### src/rtl/inst_fetch_unit_pkg.sv
// Shared constants and types for the instruction fetch stage and its
// neighbours (instruction memory geometry, reset PC, FSM encoding).
package inst_fetch_unit_pkg;

  localparam int IM_ADDR_W = 7;
  localparam int INST_W    = 32;

  // Word 0 is never part of the program image, so execution starts at 1.
  localparam logic [IM_ADDR_W-1:0] DEFAULT_RESET_PC = 7'd1;

  typedef enum logic {
    IDLE = 1'b0,
    RUN  = 1'b1
  } fetch_state_t;

endpackage

### src/rtl/inst_fetch_unit_if.sv
// Fetch-side bus: word address / instruction toward instruction memory and
// the valid/ready instruction handshake toward decode.
interface inst_fetch_unit_if
  import inst_fetch_unit_pkg::*;
#(
  parameter int ADDR_W = IM_ADDR_W
) ();

  logic [ADDR_W-1:0] Pro_count;
  logic [INST_W-1:0] inst_in;
  logic              if_valid;
  logic              if_ready;
  logic [INST_W-1:0] if_inst;
  logic [ADDR_W-1:0] if_pc;

  modport master (
    output Pro_count,
    input  inst_in,
    output if_valid,
    input  if_ready,
    output if_inst,
    output if_pc
  );

  modport slave (
    input  Pro_count,
    output inst_in,
    input  if_valid,
    output if_ready,
    input  if_inst,
    input  if_pc
  );

endinterface

### src/rtl/inst_fetch_unit_if_out_reg.sv
// One-entry valid/ready register stage with load, accept and flush controls;
// flush wins over load, load wins over accept (sustains one item per cycle).
module if_out_reg #(
  parameter int DATA_W = 39
) (
  input  logic              clk,
  input  logic              reset_n,
  input  logic              load,
  input  logic              accept,
  input  logic              flush,
  input  logic [DATA_W-1:0] data_in,
  output logic [DATA_W-1:0] data_out,
  output logic              valid
);

  logic [DATA_W-1:0] data_p1;
  logic              vld_p1;

  // ---- stage p1: held entry ----
  always_ff @(posedge clk or negedge reset_n) begin
    if (!reset_n) begin
      vld_p1 <= 1'b0;
    end else if (flush) begin
      vld_p1 <= 1'b0;
    end else if (load) begin
      vld_p1 <= 1'b1;
    end else if (accept) begin
      vld_p1 <= 1'b0;
    end
  end

  // Data is only written on load; flush just invalidates the entry.
  always_ff @(posedge clk or negedge reset_n) begin
    if (!reset_n) begin
      data_p1 <= '0;
    end else if (load && !flush) begin
      data_p1 <= data_in;
    end
  end

  assign data_out = data_p1;
  assign valid    = vld_p1;

endmodule

### src/rtl/inst_fetch_unit.sv
// Instruction fetch stage: owns the PC, addresses the combinational
// instruction memory and registers each fetched word toward decode.
module inst_fetch_unit
  import inst_fetch_unit_pkg::*;
#(
  parameter int                ADDR_W   = IM_ADDR_W,
  parameter logic [ADDR_W-1:0] RESET_PC = DEFAULT_RESET_PC,
  parameter int                CNT_W    = 16
) (
  input  logic               clk,
  input  logic               reset_n,
  input  logic               run,
  input  logic               redirect_valid,
  input  logic [ADDR_W-1:0]  redirect_addr,
  inst_fetch_unit_if.master  bus,
  output logic               wrap_flag,
  output logic [CNT_W-1:0]   fetch_cnt
);

  localparam int OUT_W = INST_W + ADDR_W;

  function automatic logic [CNT_W-1:0] sat_inc(input logic [CNT_W-1:0] v);
    return (&v) ? v : v + 1'b1;
  endfunction

  fetch_state_t      state_q, state_d;
  logic [ADDR_W-1:0] pc_q;
  logic              wrap_q;
  logic [CNT_W-1:0]  cnt_q;
  logic              capture;
  logic              accept;
  logic              vld_p1;
  logic [OUT_W-1:0]  out_p1;

  // Redirect freezes the state; run only gates transitions otherwise.
  always_comb begin
    state_d = state_q;
    if (!redirect_valid) begin
      unique case (state_q)
        IDLE:    if (run)  state_d = RUN;
        RUN:     if (!run) state_d = IDLE;
        default: state_d = IDLE;
      endcase
    end
  end

  always_ff @(posedge clk or negedge reset_n) begin
    if (!reset_n) state_q <= IDLE;
    else          state_q <= state_d;
  end

  assign capture = (state_q == RUN) && run && (!vld_p1 || bus.if_ready)
                   && !redirect_valid;
  assign accept  = vld_p1 && bus.if_ready;

  // ---- stage p0: program counter, wrap and fetch count ----
  always_ff @(posedge clk or negedge reset_n) begin
    if (!reset_n) begin
      pc_q   <= RESET_PC;
      wrap_q <= 1'b0;
      cnt_q  <= '0;
    end else begin
      if (redirect_valid) begin
        pc_q <= redirect_addr;
      end else if (capture) begin
        pc_q <= pc_q + 1'b1;
        if (&pc_q) wrap_q <= 1'b1;
      end
      if (capture) cnt_q <= sat_inc(cnt_q);
    end
  end

  // ---- stage p1: registered instruction toward decode ----
  if_out_reg #(
    .DATA_W (OUT_W)
  ) u_out_reg (
    .clk      (clk),
    .reset_n  (reset_n),
    .load     (capture),
    .accept   (accept),
    .flush    (redirect_valid),
    .data_in  ({pc_q, bus.inst_in}),
    .data_out (out_p1),
    .valid    (vld_p1)
  );

  assign bus.Pro_count = pc_q;
  assign bus.if_valid  = vld_p1;
  assign bus.if_inst   = out_p1[INST_W-1:0];
  assign bus.if_pc     = out_p1[OUT_W-1:INST_W];
  assign wrap_flag     = wrap_q;
  assign fetch_cnt     = cnt_q;

endmodule

### src/flat_wrapper.sv
// flat-port wrapper written by rule: the top's interface ports become plain ports
module inst_fetch_unit_flat import inst_fetch_unit_pkg::*;
#(
  parameter int                ADDR_W   = IM_ADDR_W,
  parameter logic [ADDR_W-1:0] RESET_PC = DEFAULT_RESET_PC,
  parameter int                CNT_W    = 16
)
  (clk, reset_n, run, redirect_valid, redirect_addr, wrap_flag, fetch_cnt, bus_Pro_count, bus_inst_in, bus_if_valid, bus_if_ready, bus_if_inst, bus_if_pc);
  inst_fetch_unit_if #(.ADDR_W(ADDR_W)) bus_i ();
  input  logic clk;
  input  logic reset_n;
  input  logic run;
  input  logic redirect_valid;
  input  logic [ADDR_W-1:0] redirect_addr;
  output logic wrap_flag;
  output logic [CNT_W-1:0] fetch_cnt;
  output wire logic [$bits(bus_i.Pro_count)-1:0] bus_Pro_count;
  input wire logic [$bits(bus_i.inst_in)-1:0] bus_inst_in;
  output wire logic [$bits(bus_i.if_valid)-1:0] bus_if_valid;
  input wire logic [$bits(bus_i.if_ready)-1:0] bus_if_ready;
  output wire logic [$bits(bus_i.if_inst)-1:0] bus_if_inst;
  output wire logic [$bits(bus_i.if_pc)-1:0] bus_if_pc;
  assign bus_Pro_count = bus_i.Pro_count;
  assign bus_i.inst_in = bus_inst_in;
  assign bus_if_valid = bus_i.if_valid;
  assign bus_i.if_ready = bus_if_ready;
  assign bus_if_inst = bus_i.if_inst;
  assign bus_if_pc = bus_i.if_pc;
  inst_fetch_unit #(.ADDR_W(ADDR_W), .RESET_PC(RESET_PC), .CNT_W(CNT_W)) u_core (.clk(clk), .reset_n(reset_n), .run(run), .redirect_valid(redirect_valid), .redirect_addr(redirect_addr), .bus(bus_i), .wrap_flag(wrap_flag), .fetch_cnt(fetch_cnt));
endmodule
### config.mk
export PLATFORM = sky130hd
export DESIGN_NAME = inst_fetch_unit_flat
export DESIGN_NICKNAME = d
export VERILOG_FILES = /design/src/rtl/inst_fetch_unit_pkg.sv /design/src/rtl/inst_fetch_unit_if.sv /design/src/rtl/inst_fetch_unit_if_out_reg.sv /design/src/rtl/inst_fetch_unit.sv /design/src/flat_wrapper.sv
export SDC_FILE = /design/constraint.sdc
export NUM_CORES = 1
export LEC_CHECK = 0
export CORE_MARGIN = 1.5
export CORE_UTILIZATION = 40
export DETAILED_ROUTE_END_ITERATION = 7
export PLACE_DENSITY_LB_ADDON = 0.2
export SYNTH_ARGS = -nofsm -noshare
export SYNTH_HDL_FRONTEND = slang
export SYNTH_HIERARCHICAL = 1
export SYNTH_SLANG_ARGS = --single-unit
### constraint.sdc
create_clock -name clk -period 2.7 [get_ports clk]
set_input_delay 0.54 -clock clk [delete_from_list [all_inputs] [get_ports clk]]
set_output_delay 0.54 -clock clk [all_outputs]
set_load 0.03 [all_outputs]
==> results of run 1 <==
## path summary, 6_finish.rpt
check	start	endpoint	cells after the start	slack (ns)
setup / recovery	bus_if_ready	u_core/u_out_reg/data_out[31]	6	0.52
hold / removal	reset_n	u_core/fetch_cnt[6]	1	0.20
setup reg to reg	u_core/u_out_reg/valid	u_core/u_out_reg/data_out[31]	5	0.76
hold reg to reg	u_core/wrap_flag	u_core/wrap_flag	1	0.48
max in group asynchronous	reset_n	u_core/bus.Pro_count[0]	2	1.81
min in group clk	u_core/wrap_flag	u_core/wrap_flag	1	0.48
## sequential cells by signal, summed over array words and instances (netlist names)
register / cells
u_core/bus.Pro_count: 7
u_core/state_q: 1
u_core/u_out_reg/valid: 1
u_core/wrap_flag: 1
u_core/fetch_cnt: 16
u_core/u_out_reg/data_out: 39
## through the flow
| stage | power [mW] | instances | utilization [%] | setup slack, ns |
|---|---|---|---|---|
| floorplan | 2.07 | 210 | - | 0.641 |
| global placement | 2.64 | 410 | 59.2 | 0.197 |
| detailed placement | 2.66 | 410 | 59.2 | 0.137 |
| CTS | 3.52 | 426 | 62.1 | 0.503 |
| global route | 3.64 | 426 | 62.1 | 0.430 |
| finish | 3.47 | 426 | 62.1 | 0.519 |
## Yosys cell counts, types with 2 or more instances
| library cell | count | area [um^2] |
|---|---|---|
| sky130_fd_sc_hd__a21oi_1 | 4 | 20.0 |
| sky130_fd_sc_hd__dfrtp_1 | 64 | 1600 |
| sky130_fd_sc_hd__nor2_1 | 3 | 11.3 |
| sky130_fd_sc_hd__o21ai_1 | 2 | 10.0 |
| sky130_fd_sc_hd__and4_2 | 2 | 20.0 |
| sky130_fd_sc_hd__nand2_1 | 15 | 56.3 |
| sky130_fd_sc_hd__ha_1 | 2 | 25.0 |
| sky130_fd_sc_hd__buf_4 | 2 | 15.0 |
| sky130_fd_sc_hd__o21ai_0 | 5 | 25.0 |
| sky130_fd_sc_hd__nand4_1 | 6 | 37.5 |
| sky130_fd_sc_hd__nand3_1 | 6 | 30.0 |
| sky130_fd_sc_hd__buf_6 | 2 | 22.5 |
| sky130_fd_sc_hd__o211ai_1 | 2 | 15.0 |
| sky130_fd_sc_hd__mux2_4 | 11 | 165 |
| sky130_fd_sc_hd__xnor2_1 | 16 | 140 |
| sky130_fd_sc_hd__and3_1 | 3 | 18.8 |
| sky130_fd_sc_hd__and3_2 | 3 | 22.5 |
| sky130_fd_sc_hd__nor4_1 | 2 | 12.5 |
| sky130_fd_sc_hd__nor3_1 | 2 | 10.0 |
| sky130_fd_sc_hd__buf_2 | 2 | 10.0 |
| sky130_fd_sc_hd__mux2_2 | 30 | 338 |
| sky130_fd_sc_hd__xor2_1 | 2 | 17.5 |
## cell usage in the layout, fill, tap and decap left out, drive strengths merged
cell type,netlist,layout
mux2,42,42
buf,7,6
nor2b,2,2
dfstp,1,1
clkbuf,1,10
nor4,2,2
xnor2,16,16
xor2,2,2
clkdlybuf4s50,0,106
a21oi,4,4
nand4,6,6
nor3b,1,1
clkinvlp,0,3
nand2,16,16
and4bb,1,1
nand2b,1,1
inv,1,2
bufinv,0,1
nand3,7,7
o21ai,7,7
mux2i,1,1
dfrtp,64,64
nor4b,1,1
ha,2,2
and2,1,1
clkinv,0,1
a41o,1,1
o21a,1,1
nor3,4,4
o211ai,2,2
nor2,3,3
a31oi,1,1
nand4b,2,2
and3,6,6
and4,4,4
## area by class of cell
type / instances / area, um^2
multi-input combinational: 136 / 1210
sequential: 65 / 1630
clock inverter: 6 / 66.3
inverter: 1 / 3.75
clock buffer: 10 / 138
timing repair buffer: 112 / 1130
fill: 573 / 2620
tap: 96 / 120
## power by group
part	internal [mW]	leakage [nW]	switching (mW)
Clock	0.452	0.0949	0.386
Sequential	1.19	0.810	0.163
Combinational	0.624	0.863	0.658
## worst max-delay path, delay by kind of cell
kind,cells,cell delay (ns)
buffers and inverters,2,0.61
AND/OR/NAND/NOR,3,0.90
multiplexers,1,0.32
## logic make-up (layout without fill, tap and decap cells)
| group | after synthesis | count (layout) | share of synthesized area [%] |
|---|---|---|---|
| flops | 65 | 65 | 56.0 |
| simple gates | 57 | 57 | 13.7 |
| mux | 43 | 43 | 18.0 |
| buf+inv | 9 | 129 | 2.58 |
| xor+xnor | 18 | 18 | 5.42 |
| compound gates | 16 | 16 | 3.48 |
| fa+ha+maj | 2 | 2 | 0.860 |
## layer usage
metal	vias to the layer above	share of wire (%)	track usage, %	routed length, um
li1	984	-	-	-
met1	982	44	21.5	2740
met2	69	47	26.0	2900
met3	8	7.2	6.25	447
met4	0	1.7	7.67	106
met5	-	0	0	0
==> impl_metrics.xml, run 1 <==
<?xml version="1.0" encoding="UTF-8"?>
<metrics>
  <group name="outcome">
    <metric name="run_status" unit="">finished, final reports clean</metric>
  </group>
  <group name="clocking">
    <metric name="post_cts_hold_buffer_count" unit="">0</metric>
    <metric name="post_cts.resized_instances" unit="">0</metric>
    <metric name="clk_tree_root_cell" unit="">sky130_fd_sc_hd__clkbuf_8</metric>
    <metric name="cts_inserted_buffers" unit="">9</metric>
    <metric name="cts_max_path_buffers" unit="">2</metric>
    <metric name="clk_pin_slew_worst_paths" unit="ns">0.08</metric>
    <metric name="insertion_delay" unit="ns">0.35</metric>
    <metric name="post_cts_setup_buffers" unit="">0</metric>
    <metric name="cts_htree_levels" unit="">3</metric>
    <metric name="clock-sinks" unit="">65</metric>
    <metric name="tritoncts" unit="">done</metric>
  </group>
  <group name="timing">
    <metric name="min_period_over_period" unit="%">80.8</metric>
    <metric name="slew_violations" unit="">0</metric>
    <metric name="fin_skew" unit="ns">0.00954</metric>
    <metric name="setup-violations-final" unit="">0</metric>
    <metric name="worst_pin_slew" unit="ns">0.809</metric>
    <metric name="slew_headroom" unit="%">46.0</metric>
    <metric name="hold_viol_final" unit="">0</metric>
    <metric name="finalWorstPathRequiredPeriod" unit="ns">2.18</metric>
    <metric name="totalNegativeSetupSlack" unit="ns">0</metric>
    <metric name="rsz0062_at_grt" unit="">no</metric>
    <metric name="hold_slack" unit="ns">0.203</metric>
    <metric name="maximum_achievable_frequency" unit="GHz">0.459</metric>
  </group>
  <group name="finish">
    <metric name="final_layout_size_suffix_gt1_share" unit="%">23.6</metric>
    <metric name="post-route-cell-area" unit="um^2">4290</metric>
    <metric name="syn2layout_area_growth" unit="%">47.5</metric>
    <metric name="insertedDiodeCount" unit="">0</metric>
    <metric name="nNetsFinal" unit="">371</metric>
  </group>
  <group name="die">
    <metric name="fp.dieArea" unit="um^2">7790</metric>
    <metric name="placement_rows" unit="">30</metric>
    <metric name="dieWidth" unit="um">88.3</metric>
    <metric name="dieHeight" unit="um">88.3</metric>
    <metric name="core_box_area" unit="um^2">6910</metric>
    <metric name="initial_core_util" unit="%">42.1</metric>
    <metric name="top_level_ports" unit="">108</metric>
  </group>
  <group name="route">
    <metric name="drc" unit="">0</metric>
    <metric name="initialDrtViolationCount" unit="">73</metric>
    <metric name="route.detailed.wl_per_inst" unit="um">14.5</metric>
    <metric name="routed_wl" unit="mm">6.19</metric>
    <metric name="detailroute.via_count" unit="">2043</metric>
    <metric name="avgViaCountPerCell" unit="">4.80</metric>
    <metric name="antenna_left" unit="">0</metric>
    <metric name="first_pass_iters" unit="">4</metric>
  </group>
  <group name="grt">
    <metric name="gr-total-overflow" unit="">0</metric>
    <metric name="grt_pass1_wl" unit="mm">9.90</metric>
    <metric name="grt_usage" unit="%">16.9</metric>
    <metric name="grt_max_degree" unit="">41</metric>
    <metric name="antenna_found_initial" unit="">0</metric>
    <metric name="vias_in_the_first_global_route" unit="">2016</metric>
  </group>
  <group name="synthesis">
    <metric name="synth.yosys.warnings" unit="">6</metric>
    <metric name="postSynth.asyncResetShare" unit="%">100</metric>
    <metric name="synth_cell_types" unit="">46</metric>
    <metric name="post_synth_instance_area" unit="um^2">2910</metric>
    <metric name="syn-instance-count" unit="">210</metric>
    <metric name="ys_seq_area_share" unit="%">56.0</metric>
    <metric name="synth_enable_flop_cells" unit="">0</metric>
    <metric name="synthFlopType" unit="">sky130_fd_sc_hd__dfrtp_1</metric>
    <metric name="ys_seq_elements" unit="">65</metric>
    <metric name="syn_avg_cell_area" unit="um^2">13.9</metric>
    <metric name="synth.net_count" unit="">256</metric>
  </group>
  <group name="setup_path">
    <metric name="slowest_stage" unit="">sky130_fd_sc_hd__nor2b_1</metric>
    <metric name="critical_path_peak_fanout" unit="">39</metric>
    <metric name="path_class" unit="">in2reg</metric>
    <metric name="worst_ep_arrival_time" unit="ns">2.41</metric>
    <metric name="worst_ep_required_time" unit="ns">2.93</metric>
    <metric name="ordered_list_of_cells_on_the_worst_path" unit="">clkdlybuf4s50_1, nor2b_1, nor3_2, nor2b_4, buf_12, mux2_4</metric>
    <metric name="crit_path_max_incr_delay" unit="ns">0.65</metric>
    <metric name="setup.worst_path.start_class" unit="">input pin</metric>
    <metric name="element_type_at_the_critical_path_end" unit="">flip-flop</metric>
  </group>
  <group name="placed_design">
    <metric name="detailed_place.area" unit="um^2">4090</metric>
    <metric name="detailedPlacementHpwl" unit="mm">4.45</metric>
    <metric name="port-buffer-count" unit="">107</metric>
    <metric name="gp_congestion" unit="">0.807</metric>
  </group>
  <group name="power">
    <metric name="total_leakage_power" unit="nW">1.77</metric>
    <metric name="vdd.ir_drop.worst" unit="mV">0.441</metric>
    <metric name="powerDensity" unit="nW/um^2">810</metric>
  </group>
  <group name="worst_hold_path">
    <metric name="min-delay-path-class" unit="">in2async</metric>
  </group>
  <group name="job">
    <metric name="max-cap-violations" unit="">0</metric>
  </group>
</metrics>
(Power assumes the default switching activity.)
==> run 2: changes to the inputs <==
==> constraint.sdc (replaced) <==
create_clock -name clk -period 2.15 [get_ports clk]
set_input_delay 0.43 -clock clk [delete_from_list [all_inputs] [get_ports clk]]
set_output_delay 0.43 -clock clk [all_outputs]
set_load 0.03 [all_outputs]
==> impl_metrics.xml, run 2 (synthesized netlist as in run 1, its figures left out) <==
<?xml version="1.0" encoding="UTF-8"?>
<metrics>
  <group name="outcome">
    <metric name="run_status" unit="">finished, final reports clean</metric>
  </group>
  <group name="clocking">
    <metric name="cts_max_path_buffers" unit="">2</metric>
    <metric name="clock-sinks" unit="">65</metric>
    <metric name="cts_inserted_buffers" unit="">9</metric>
    <metric name="insertion_delay" unit="ns">0.34</metric>
    <metric name="tritoncts" unit="">done</metric>
    <metric name="cts_htree_levels" unit="">3</metric>
    <metric name="clk_pin_slew_worst_paths" unit="ns">0.07</metric>
    <metric name="post_cts.resized_instances" unit="">0</metric>
    <metric name="post_cts_setup_buffers" unit="">0</metric>
    <metric name="clk_tree_root_cell" unit="">sky130_fd_sc_hd__clkbuf_8</metric>
    <metric name="post_cts_hold_buffer_count" unit="">0</metric>
  </group>
  <group name="finish">
    <metric name="post-route-util" unit="%">62.2</metric>
    <metric name="final_layout_size_suffix_gt1_share" unit="%">24.1</metric>
    <metric name="largest_reg_flops" unit="">39</metric>
    <metric name="most_common_cell_after_layout_fill_and_taps_aside" unit="">sky130_fd_sc_hd__clkdlybuf4s50_1</metric>
    <metric name="insertedDiodeCount" unit="">0</metric>
    <metric name="syn2layout_area_growth" unit="%">47.6</metric>
    <metric name="top_library_cells_by_usage_in_the_layout_fill_and_taps_aside" unit="">106 x sky130_fd_sc_hd__clkdlybuf4s50_1, 64 x sky130_fd_sc_hd__dfrtp_1, 30 x sky130_fd_sc_hd__mux2_2</metric>
    <metric name="nNetsFinal" unit="">374</metric>
  </group>
  <group name="route">
    <metric name="route.detailed.wl_per_inst" unit="um">14.8</metric>
    <metric name="detailroute.via_count" unit="">2035</metric>
    <metric name="drc" unit="">0</metric>
    <metric name="routed_wl" unit="mm">6.33</metric>
    <metric name="routed-wl-met2" unit="mm">3.03</metric>
    <metric name="initialDrtViolationCount" unit="">83</metric>
    <metric name="first_pass_iters" unit="">4</metric>
    <metric name="avgViaCountPerCell" unit="">4.75</metric>
    <metric name="antenna_left" unit="">0</metric>
    <metric name="topRoutingLayerUsed" unit="">met4</metric>
    <metric name="met3_wirelength" unit="um">436</metric>
    <metric name="met1_length" unit="mm">2.75</metric>
  </group>
  <group name="setup_path">
    <metric name="slowest_stage" unit="">sky130_fd_sc_hd__clkdlybuf4s50_1</metric>
    <metric name="critical_path_peak_fanout" unit="">5</metric>
    <metric name="critical_path.top_delay_family" unit="">buffers and inverters</metric>
    <metric name="worst_ep_arrival_time" unit="ns">1.61</metric>
    <metric name="ordered_list_of_cells_on_the_worst_path" unit="">clkdlybuf4s50_1</metric>
    <metric name="worst-path-buf-inv" unit="">1</metric>
    <metric name="crit_path_max_incr_delay" unit="ns">0.70</metric>
    <metric name="element_type_at_the_critical_path_end" unit="">output pin</metric>
    <metric name="worst_ep_required_time" unit="ns">1.72</metric>
    <metric name="path_class" unit="">reg2out</metric>
    <metric name="setup.worst_path.start_class" unit="">flip-flop</metric>
  </group>
  <group name="power">
    <metric name="powerDensity" unit="nW/um^2">1000</metric>
    <metric name="power.total" unit="mW">4.29</metric>
    <metric name="total_leakage_power" unit="nW">1.78</metric>
    <metric name="vdd.ir_drop.worst" unit="mV">0.536</metric>
  </group>
  <group name="timing">
    <metric name="totalNegativeSetupSlack" unit="ns">0</metric>
    <metric name="rsz0062_at_grt" unit="">no</metric>
    <metric name="layout_setup_ws" unit="ns">0.109</metric>
    <metric name="hold_viol_final" unit="">0</metric>
    <metric name="finalWorstPathRequiredPeriod" unit="ns">2.04</metric>
    <metric name="fin_skew" unit="ns">0.00460</metric>
    <metric name="min_period_over_period" unit="%">94.9</metric>
    <metric name="hold_slack" unit="ns">0.0917</metric>
    <metric name="worst_pin_slew" unit="ns">0.343</metric>
    <metric name="maximum_achievable_frequency" unit="GHz">0.490</metric>
    <metric name="slew_headroom" unit="%">76.9</metric>
    <metric name="setup-violations-final" unit="">0</metric>
    <metric name="slew_violations" unit="">0</metric>
  </group>
  <group name="grt">
    <metric name="gr-total-overflow" unit="">0</metric>
    <metric name="antenna_found_initial" unit="">0</metric>
    <metric name="grt_max_degree" unit="">66</metric>
    <metric name="grt_usage" unit="%">17.2</metric>
    <metric name="grt_pass1_wl" unit="mm">9.97</metric>
    <metric name="vias_in_the_first_global_route" unit="">2148</metric>
  </group>
  <group name="die">
    <metric name="dieHeight" unit="um">88.3</metric>
    <metric name="top_level_ports" unit="">108</metric>
    <metric name="dieWidth" unit="um">88.3</metric>
    <metric name="fp.dieArea" unit="um^2">7790</metric>
    <metric name="placement_rows" unit="">30</metric>
    <metric name="initial_core_util" unit="%">42.1</metric>
    <metric name="core_box_area" unit="um^2">6910</metric>
  </group>
  <group name="placed_design">
    <metric name="detailedPlacementHpwl" unit="mm">4.47</metric>
    <metric name="placement.setup.worst_slack" unit="ns">0.0406</metric>
    <metric name="gp_congestion" unit="">0.789</metric>
    <metric name="port-buffer-count" unit="">107</metric>
  </group>
  <group name="worst_hold_path">
    <metric name="min-delay-path-class" unit="">in2async</metric>
  </group>
  <group name="job">
    <metric name="max-cap-violations" unit="">0</metric>
  </group>
</metrics>
run 2: cell types whose count changed in the layout (fill, tap and decap cells not counted):
cell | before | now
sky130_fd_sc_hd__inv_6 | 1 | 0
sky130_fd_sc_hd__clkinvlp_4 | 3 | 2
sky130_fd_sc_hd__clkbuf_8 | 10 | 9
sky130_fd_sc_hd__clkinv_2 | 1 | 3
sky130_fd_sc_hd__buf_4 | 3 | 6
run 2: final timing paths:
path / depth (start not counted) / slack (ns) / startpoint / endpoint
worst min register to register: 1 / 0.49 / u_core/wrap_flag / u_core/wrap_flag
worst max register to register: 5 / 0.32 / u_core/fetch_cnt[0] / u_core/fetch_cnt[1]
worst min-delay path: 2 / 0.09 / reset_n / u_core/fetch_cnt[0]
max in group asynchronous: 2 / 1.72 / reset_n / u_core/bus.Pro_count[0]
worst max-delay path: 1 / 0.11 / u_core/bus.Pro_count[0] / bus_Pro_count[0]
min in group clk: 1 / 0.49 / u_core/wrap_flag / u_core/wrap_flag
run 2: routing by layer:
metal	vias up	global-route usage, %
li1	984	-
met1	979	21.4
met2	64	26.6
met3	8	6.44
met4	0	7.95
met5	-	0
run 2: area by class of cell:
cell class	instances	area [um^2]
Clock buffer	9	124
Clock inverter	6	60.1
Fill cell	579	2610
Inverter	1	3.75
Multi-Input combinational cell	136	1210
Sequential cell	65	1630
Tap cell	96	120
Timing Repair Buffer	115	1150
run 2: report_power, final:
part	internal (mW)	switching, mW	total, mW
Clock	0.522	0.460	0.982
Sequential	1.49	0.206	1.70
Combinational	0.786	0.828	1.61
run 2: through the flow:
step           area [um^2]  instances
5_1_grt               4290        428
6_report              4290        428
4_1_cts               4290        428
3_3_place_gp          4110        413
3_5_place_dp          4110        413
2_1_floorplan         2910        210
==> run 3: changes to the inputs <==
--- a/config.mk
+++ b/config.mk
@@ -13,3 +13,4 @@
 export SYNTH_HDL_FRONTEND = slang
 export SYNTH_HIERARCHICAL = 1
 export SYNTH_SLANG_ARGS = --single-unit
+export TNS_END_PERCENT = 10
==> results of run 3 <==
No change in the layout: final DEF, timing and power equal those of run 2.
